[src/rtl/imem_loader_if.sv]
// Byte-stream input and instruction-memory write port of the program loader.
// The loader itself uses the master modport; the stream source / memory side uses slave.
interface imem_loader_if #(
    parameter int ADDR_W = 8
) ();
    logic              byte_valid;
    logic [7:0]        byte_data;
    logic              byte_ready;
    logic              imem_we;
    logic [ADDR_W-1:0] imem_waddr;
    logic [31:0]       imem_wdata;

    modport master (
        input  byte_valid,
        input  byte_data,
        output byte_ready,
        output imem_we,
        output imem_waddr,
        output imem_wdata
    );

    modport slave (
        output byte_valid,
        output byte_data,
        input  byte_ready,
        input  imem_we,
        input  imem_waddr,
        input  imem_wdata
    );
endinterface

[src/rtl/imem_loader.sv]
// Loads a length-prefixed, XOR-checksummed byte image into instruction memory as
// big-endian 32-bit words and keeps the CPU in reset until the image verifies.
module imem_loader #(
    parameter int DEPTH  = 256,
    parameter int ADDR_W = 8
) (
    input  logic          clk,
    input  logic          rst,
    input  logic          start,
    imem_loader_if.master bus,
    output logic          cpu_rst_hold,
    output logic          done,
    output logic          err
);
    localparam logic [2:0] S_IDLE   = 3'd0;
    localparam logic [2:0] S_LEN_HI = 3'd1;
    localparam logic [2:0] S_LEN_LO = 3'd2;
    localparam logic [2:0] S_DATA   = 3'd3;
    localparam logic [2:0] S_CHK    = 3'd4;
    localparam logic [2:0] S_DONE   = 3'd5;
    localparam logic [2:0] S_ERR    = 3'd6;

    // One extra bit so a count of DEPTH words is representable.
    localparam int CNT_W = ADDR_W + 1;

    logic [2:0]        state_q, state_d;
    logic [15:0]       len_q, len_d;
    logic [CNT_W-1:0]  word_cnt_q, word_cnt_d;
    logic [1:0]        byte_cnt_q, byte_cnt_d;
    logic [23:0]       asm_q, asm_d;
    logic [7:0]        xor_q, xor_d;
    logic              we_q, we_d;
    logic [ADDR_W-1:0] waddr_q, waddr_d;
    logic [31:0]       wdata_q, wdata_d;

    logic              byte_ready;
    logic              accept;
    logic [15:0]       new_len;
    logic              last_word;

    assign byte_ready = (state_q == S_LEN_HI) || (state_q == S_LEN_LO) ||
                        (state_q == S_DATA)   || (state_q == S_CHK);
    assign accept     = bus.byte_valid && byte_ready;
    assign last_word  = (({{(15-ADDR_W){1'b0}}, word_cnt_q} + 16'd1) == len_q);

    always_comb begin
        state_d    = state_q;
        len_d      = len_q;
        word_cnt_d = word_cnt_q;
        byte_cnt_d = byte_cnt_q;
        asm_d      = asm_q;
        xor_d      = xor_q;
        we_d       = 1'b0;
        waddr_d    = waddr_q;
        wdata_d    = wdata_q;
        new_len    = {len_q[15:8], bus.byte_data};

        case (state_q)
            S_IDLE, S_DONE, S_ERR: begin
                if (start) begin
                    state_d    = S_LEN_HI;
                    word_cnt_d = '0;
                    byte_cnt_d = '0;
                    asm_d      = '0;
                    xor_d      = '0;
                end
            end
            S_LEN_HI: begin
                if (accept) begin
                    len_d   = {bus.byte_data, 8'h00};
                    state_d = S_LEN_LO;
                end
            end
            S_LEN_LO: begin
                if (accept) begin
                    len_d = new_len;
                    if (new_len > 16'(DEPTH))
                        state_d = S_ERR;
                    else if (new_len == 16'd0)
                        state_d = S_CHK;
                    else
                        state_d = S_DATA;
                end
            end
            S_DATA: begin
                if (accept) begin
                    xor_d      = xor_q ^ bus.byte_data;
                    asm_d      = {asm_q[15:0], bus.byte_data};
                    byte_cnt_d = byte_cnt_q + 2'd1;
                    // Fourth byte completes the word: issue the write next cycle.
                    if (byte_cnt_q == 2'd3) begin
                        we_d       = 1'b1;
                        wdata_d    = {asm_q, bus.byte_data};
                        waddr_d    = word_cnt_q[ADDR_W-1:0];
                        word_cnt_d = word_cnt_q + 1'b1;
                        if (last_word)
                            state_d = S_CHK;
                    end
                end
            end
            S_CHK: begin
                if (accept)
                    state_d = (bus.byte_data == xor_q) ? S_DONE : S_ERR;
            end
            default: state_d = S_IDLE;
        endcase
    end

    always_ff @(posedge clk or posedge rst) begin
        if (rst) begin
            state_q    <= S_IDLE;
            len_q      <= '0;
            word_cnt_q <= '0;
            byte_cnt_q <= '0;
            asm_q      <= '0;
            xor_q      <= '0;
            we_q       <= 1'b0;
            waddr_q    <= '0;
            wdata_q    <= '0;
        end else begin
            state_q    <= state_d;
            len_q      <= len_d;
            word_cnt_q <= word_cnt_d;
            byte_cnt_q <= byte_cnt_d;
            asm_q      <= asm_d;
            xor_q      <= xor_d;
            we_q       <= we_d;
            waddr_q    <= waddr_d;
            wdata_q    <= wdata_d;
        end
    end

    assign bus.byte_ready = byte_ready;
    assign bus.imem_we    = we_q;
    assign bus.imem_waddr = waddr_q;
    assign bus.imem_wdata = wdata_q;
    assign done           = (state_q == S_DONE);
    assign err            = (state_q == S_ERR);
    assign cpu_rst_hold   = (state_q != S_DONE);
endmodule

[src/flat_wrapper.sv]
// flat-port wrapper written by rule: the top's interface ports become plain ports
module imem_loader_flat 
#(
    parameter int DEPTH  = 256,
    parameter int ADDR_W = 8
)
  (clk, rst, start, cpu_rst_hold, done, err, bus_byte_valid, bus_byte_data, bus_byte_ready, bus_imem_we, bus_imem_waddr, bus_imem_wdata);
  imem_loader_if #(.ADDR_W(ADDR_W)) bus_i ();
  input  logic clk;
  input  logic rst;
  input  logic start;
  output logic cpu_rst_hold;
  output logic done;
  output logic err;
  input wire logic [$bits(bus_i.byte_valid)-1:0] bus_byte_valid;
  input wire logic [$bits(bus_i.byte_data)-1:0] bus_byte_data;
  output wire logic [$bits(bus_i.byte_ready)-1:0] bus_byte_ready;
  output wire logic [$bits(bus_i.imem_we)-1:0] bus_imem_we;
  output wire logic [$bits(bus_i.imem_waddr)-1:0] bus_imem_waddr;
  output wire logic [$bits(bus_i.imem_wdata)-1:0] bus_imem_wdata;
  assign bus_i.byte_valid = bus_byte_valid;
  assign bus_i.byte_data = bus_byte_data;
  assign bus_byte_ready = bus_i.byte_ready;
  assign bus_imem_we = bus_i.imem_we;
  assign bus_imem_waddr = bus_i.imem_waddr;
  assign bus_imem_wdata = bus_i.imem_wdata;
  imem_loader #(.DEPTH(DEPTH), .ADDR_W(ADDR_W)) u_core (.clk(clk), .rst(rst), .start(start), .bus(bus_i), .cpu_rst_hold(cpu_rst_hold), .done(done), .err(err));
endmodule
[config.mk]
export PLATFORM = sky130hd
export DESIGN_NAME = imem_loader_flat
export DESIGN_NICKNAME = d
export VERILOG_FILES = /design/src/rtl/imem_loader_if.sv /design/src/rtl/imem_loader.sv /design/src/flat_wrapper.sv
export SDC_FILE = /design/constraint.sdc
export NUM_CORES = 1
export LEC_CHECK = 0
export CORE_AREA = 2 2 129 131
export DETAILED_ROUTE_END_ITERATION = 8
export DIE_AREA = 0 0 131 133
export DONT_BUFFER_PORTS = 1
export SETUP_SLACK_MARGIN = 0.3
export SLEW_MARGIN = 10
export SYNTH_ARGS = -nofsm -noshare
export SYNTH_HDL_FRONTEND = slang
export SYNTH_SLANG_ARGS = --single-unit
export TNS_END_PERCENT = 100
[constraint.sdc]
create_clock -name clk -period 5 [get_ports clk]
set_clock_uncertainty 0.05 [all_clocks]
set_input_delay 0.25 -clock clk [delete_from_list [all_inputs] [get_ports clk]]
set_output_delay 0.25 -clock clk [all_outputs]
set_load 0.01 [all_outputs]
Word level (Yosys, flattened, before mapping)
Index checks and enable logic that the tools add are counted.
{ "op_classes": {"add_sub_neg": 3, "order_cmp": 1, "n_eq_ne": 17, "muxes": 30, "n_bitwise": 2, "n_reduce_logical": 15} }
{ "op_table": {"columns": ["op", "count"], "rows": [
  ["$mux 24", 2],
  ["$pmux 24 s2", 1],
  ["$pmux 16 s2", 1],
  ["$mux 3", 9],
  ["$mux 9", 3],
  ["$mux 8", 3],
  ["$pmux 9 s2", 1],
  ["$eq 16x16->1", 1],
  ["$gt 16x9->1 const B", 1],
  ["$logic_not 16->1", 1],
  ["$mux 16", 1],
  ["$pmux 8 s2", 1],
  ["$pmux 3 s5", 1],
  ["$reduce_and 3->1", 4],
  ["$add 9x1->10 const B", 1],
  ["$ne 2x1->1 const B", 5],
  ["$add 9x1->9 const B", 1],
  ["$eq 3x3->1 const B", 3],
  ["$eq 8x8->1", 1],
  ["$xor 8x8->8", 1],
  ["$reduce_and 7->1", 1],
  ["$eq 3x2->1 const B", 2],
  ["$mux 2", 3],
  ["$ne 2x2->1 const B", 2],
  ["other kinds (13)", 18]
]} }
{ "word_totals": {"ff_bits": 103, "output_inout_bits": 45, "word_cells": 78} }

Logic depth before layout (Yosys ltp)
{ "logic_depth": {"ltp_word": 7, "ltp_mapped": 10, "ltp_nobuf": 7} }

Worst setup path before layout
OpenSTA, ideal clock, no wires.
{ "synth_path": {"path_kind": "register to register", "start": "reg u_core.word_cnt_q[1]", "end": "reg u_core.state_q[0]", "setup_ns": 0.119, "t_arrival_ns": 1.773, "slack_ns": 3.059, "path_stages_with_launch": 9, "path_cell_list": "dfrtp_1 -> ha_1 -> clkbuf_2 -> nand4_1 -> xnor2_1 -> or4_1 -> o311ai_1 -> nand4_1 -> o21a_1"} }
{ "synth_between": {"elab_chain_cells": 4} }
{ "synth_rtl": {"columns": ["item", "line", "rtl"], "rows": [
  ["start: declaration", "imem_loader.sv:28", "logic [CNT_W-1:0] word_cnt_q, word_cnt_d;"],
  ["start signal: assignment", "imem_loader.sv:123", "word_cnt_q <= word_cnt_d;"],
  ["$add 9x1->10", "imem_loader.sv:44", "assign last_word = (({{(15-ADDR_W){1'b0}}, word_cnt_q} + 16'd1) == len_q);"],
  ["$eq 16x16->1", "imem_loader.sv:44", null],
  ["$ne 2x1->1 (no line)", null, null],
  ["$reduce_and 7->1 (no line)", null, null],
  ["end signal: assignment", "imem_loader.sv:121", "state_q <= state_d;"],
  ["end: declaration", "imem_loader.sv:26", "logic [2:0] state_q, state_d;"]
]} }
Every way passes these cells.
A chain may end at the register's enable or synchronous reset.

Worst setup path after layout
{ "layout_path": {"start": "reg u_core.state_q[0]", "end": "reg u_core.word_cnt_q[7]"} }
{ "layout_between": {"elab_chain_cells": 7, "word_cells_on_any_way": 18, "cone_classes": "9 x eq/ne; 1 x mux; 8 x reduce/logical"} }
{ "layout_rtl": {"columns": ["item", "line", "rtl"], "rows": [
  ["$eq 3x1->1 or $eq 3x2->1 (tied branches)", "imem_loader.sv:41", "assign byte_ready = (state_q == S_LEN_HI) || (state_q == S_LEN_LO) ||"],
  ["$logic_or 1x1->1 (2 in a row)", "imem_loader.sv:41", null],
  ["$logic_or 1x1->1", "imem_loader.sv:42", "(state_q == S_DATA) || (state_q == S_CHK);"],
  ["$logic_and 1x1->1", "imem_loader.sv:43", "assign accept = bus.byte_valid && byte_ready;"],
  ["$ne 2x1->1 (no line)", null, null],
  ["$reduce_and 4->1 (no line)", null, null]
]} }
Several ways; a longest one is shown, not always the timed one.

==> out/metrics.yaml <==
timing:
  period_minus_slack_ns: 2.790
  maxSlewHeadroom_pct: 37.48
  hold_ws_ns: 0.008343
  finalMaxSlewViolations: 0
  hold_violations: 0
  rsz0062_at_grt: "false"
  worstMarginPinSlew_ns: 0.9377
  fin_crit_sh_pct: 55.80
  finalSetupViolCount: 0
  max_freq_mhz: 358.4
  timing.setup.tns_ns: 0
power:
  power.switching_mw: 1.006
  clkPwrFrac_pct: 26.1
  irDropWorstVdd_v: 0.0001933
  power_mw: 2.724
  seqPwrFrac_pct: 47.7
  switching_share_pct: 36.93
  power.internal_mw: 1.718
  p_comb_share_pct: 26.2
  p_leak_nw: 2.468
  powerDensity_nw_per_um2: 520.1
setup_path:
  timing.rr.start: "u_core.state_q[0]$_DFFE_PP0P_"
  worstSetupEndpointType: "flip-flop"
  startpoint: "u_core.state_q[0]$_DFFE_PP0P_"
  rr_worst_depth: 7
  crit_type: "reg2reg"
  crit_fanout: 47
  worstPathRequired_ns: 5.16
  r2r_end: "u_core.word_cnt_q[7]$_DFFE_PP0P_"
  startpoint_type: "flip-flop"
  cp.arrival_ns: 2.95
  regToRegSetupSlack_ns: 2.21
floorplan:
  die_y_um: 133
  core-area_um2: 16170
  dieArea_um2: 17420
  io_pins: 57
  rows: 47
  die_x_um: 131
  start_util_pct: 29.07
synth:
  syn_avg_cell_area_um2: 9.308
  yosysWarnings: 0
  synth_compound_area_share_pct: 14.37
  syn-num-nets: 519
  synth_adder_area_share_pct: 0.5323
  post_synth_inst_count: 505
  async_flop_share_pct: 100.0
  synth_top_family_by_area: "simple AND/OR/NAND/NOR gates"
  synthMuxAreaShare_pct: 1.890
  ys_types: 48
  ys_seq_elements: 103
  synth_ff_type: "dfrtp_1"
  synthSimpleGateAreaFrac_pct: 20.31
  synth_edf_count: 0
  syn_area_um2: 4701
  ys_seq_area_share_pct: 54.83
  synth_xor_area_share_pct: 4.072
detailed_routing:
  route.detailed.drc: 0
  wl_per_cell_um: 16.77
  ant_nets: 0
  wl_met2_um: 5865
  highest_layer: "met4"
  wirelength_um: 12010
  drt-pass1-iter-count: 5
  wl_met3_um: 677
  viasPerCell: 4.905
  met1_length_um: 5288
  via_count: 3512
  drtIter0Drc: 214
finish:
  final_common_cell: "nand2_1"
  layoutNonFillerInstCount: 716
  drive_gt1_share_pct: 6.653
  final_cell_mix: "nand2_1 (168), dfrtp_1 (103), o21ai_0 (42)"
  utilization_pct: 32.39
  syn2layout_area_growth_pct: 11.42
  antenna_cells: 0
  num-nets-final: 505
global_routing:
  grt_max_degree: 60
  grt_overflow: 0
  antenna_found_initial: 0
  grtUsageTotal_pct: 14.44
  grt_pass1_vias: 3461
  grt_pass1_wl_um: 19420
placed_design:
  portBuffers: 0
  hpwl_um: 7629
  placed_cells: 691
  gp_congestion: 0.8819
flow_run:
  cap_violations: 0
clocking:
  cts-resized-gates: 0
  cts_max_level: 3
  cts_tree: "done"
  post_cts_buffers: 0
  cts_buffers: 9
  cts-root-buf: "clkbuf_16"
  path_clk_slew_ns: 0.08
  clockBufferDepth: 2
  numClockSinks: 103
  insertion_delay_ns: 0.35
  holdBufCountCts: 9
status:
  status: "complete, no violations"
min_path:
  whs_path_depth: 1
  hold_path_end: "u_core.len_q[14]$_DFFE_PP0P_"
  min_path_type: "in2reg"
  hold_path.startpoint: "bus_byte_data[6]"
## how the worst max path moves through the flow
| stage | to | cells past startpoint | slack [ns] |
|---|---|---|---|
| 4_1_cts | u_core.word_cnt_q[7]$_DFFE_PP0P_ | 7 | 2.16 |
| 2_1_floorplan | u_core.asm_q[0]$_DFFE_PP0P_ | 1 | 2.00 |
| 6_report | u_core.word_cnt_q[7]$_DFFE_PP0P_ | 7 | 2.21 |
| 3_5_place_dp | u_core.word_cnt_q[7]$_DFFE_PP0P_ | 7 | 2.21 |
| 3_3_place_gp | u_core.word_cnt_q[7]$_DFFE_PP0P_ | 7 | 2.20 |
| 5_1_grt | u_core.word_cnt_q[7]$_DFFE_PP0P_ | 7 | 1.85 |
## registers in the layout, summed over array words and instances, names as in the netlist
register	cells
u_core.bus.imem_we	1
u_core.state_q	3
u_core.byte_cnt_q	2
u_core.asm_q	24
u_core.bus.imem_waddr	8
u_core.bus.imem_wdata	32
u_core.len_q	16
u_core.word_cnt_q	9
u_core.xor_q	8
## power groups by stage
| stage | clock network, mW | registers (mW) | logic (mW) |
|---|---|---|---|
| floorplan | 0 | 1.20 | 0.638 |
| global placement | 0 | 1.31 | 0.686 |
| detailed placement | 0 | 1.31 | 0.703 |
| CTS | 0.725 | 1.30 | 0.717 |
| global route | 0.758 | 1.33 | 0.805 |
| finish | 0.710 | 1.30 | 0.714 |
## through the flow
stage / cell area (µm²) / worst slack (ns)
final: 5238 / 2.210
after global placement: 4838 / 2.201
after detailed placement: 4838 / 2.208
after global routing: 5238 / 1.847
after floorplan: 4701 / 1.996
after CTS: 5238 / 2.159
## cell usage after synthesis (all sizes together) (2+ instances only)
library cell | count | area (µm²)
a21o | 3 | 22.52
a21oi | 7 | 35.03
a22o | 18 | 157.7
a22oi | 8 | 60.06
a31oi | 2 | 12.51
a32o | 3 | 30.03
a41oi | 2 | 17.52
and2 | 5 | 31.28
and3 | 2 | 12.51
buf | 20 | 100.1
clkbuf | 17 | 65.06
dfrtp | 103 | 2577
ha | 2 | 25.02
inv | 6 | 22.52
mux2 | 7 | 78.83
nand2 | 168 | 630.6
nand2b | 4 | 25.02
nand3 | 2 | 10.01
nand3b | 2 | 15.01
nand4 | 7 | 43.79
nor2 | 24 | 92.59
nor2b | 2 | 12.51
nor3 | 4 | 30.03
nor4 | 3 | 18.77
o21ai | 43 | 215.2
o311ai | 2 | 17.52
o31ai | 5 | 37.54
or4 | 2 | 15.01
xnor2 | 18 | 157.7
xor2 | 3 | 33.79
## cells by family after synthesis
group / count (synthesis)
muxes: 8
buffers and inverters: 43
DFF: 103
xor gates and xnor gates: 21
adders and majority gates: 2
AOI/OAI and AO/OA: 101
and+or+nand+nor: 227
## worst max-delay path, stage by stage, from the launching register on
cell and delay, ns:
dfrtp_1 0.68, nor3_1 0.12, nand4b_1 0.26, nand2b_2 0.24, inv_2 0.58, nor2_1 0.34
o21ai_0 0.25, o31ai_1 0.10
## routing by layer
| metal | vias up | track usage [%] |
|---|---|---|
| met2 | 94 | 23.66 |
| met3 | 13 | 3.356 |
| li1 | 1680 | - |
| met5 | - | 0 |
| met4 | 0 | 4.551 |
| met1 | 1725 | 18.82 |
## area by class of cell
class,instances,area (µm²)
fillers,1657,10930
flip-flops and latches,103,2577
multi-input cells,359,1938
well taps,220,275.3
clock buffers,9,225.2
repair buffers,12,112.6
clock inverters,7,83.83
inverters,6,25.02
No activity file was read; power rests on OpenSTA's default activity.
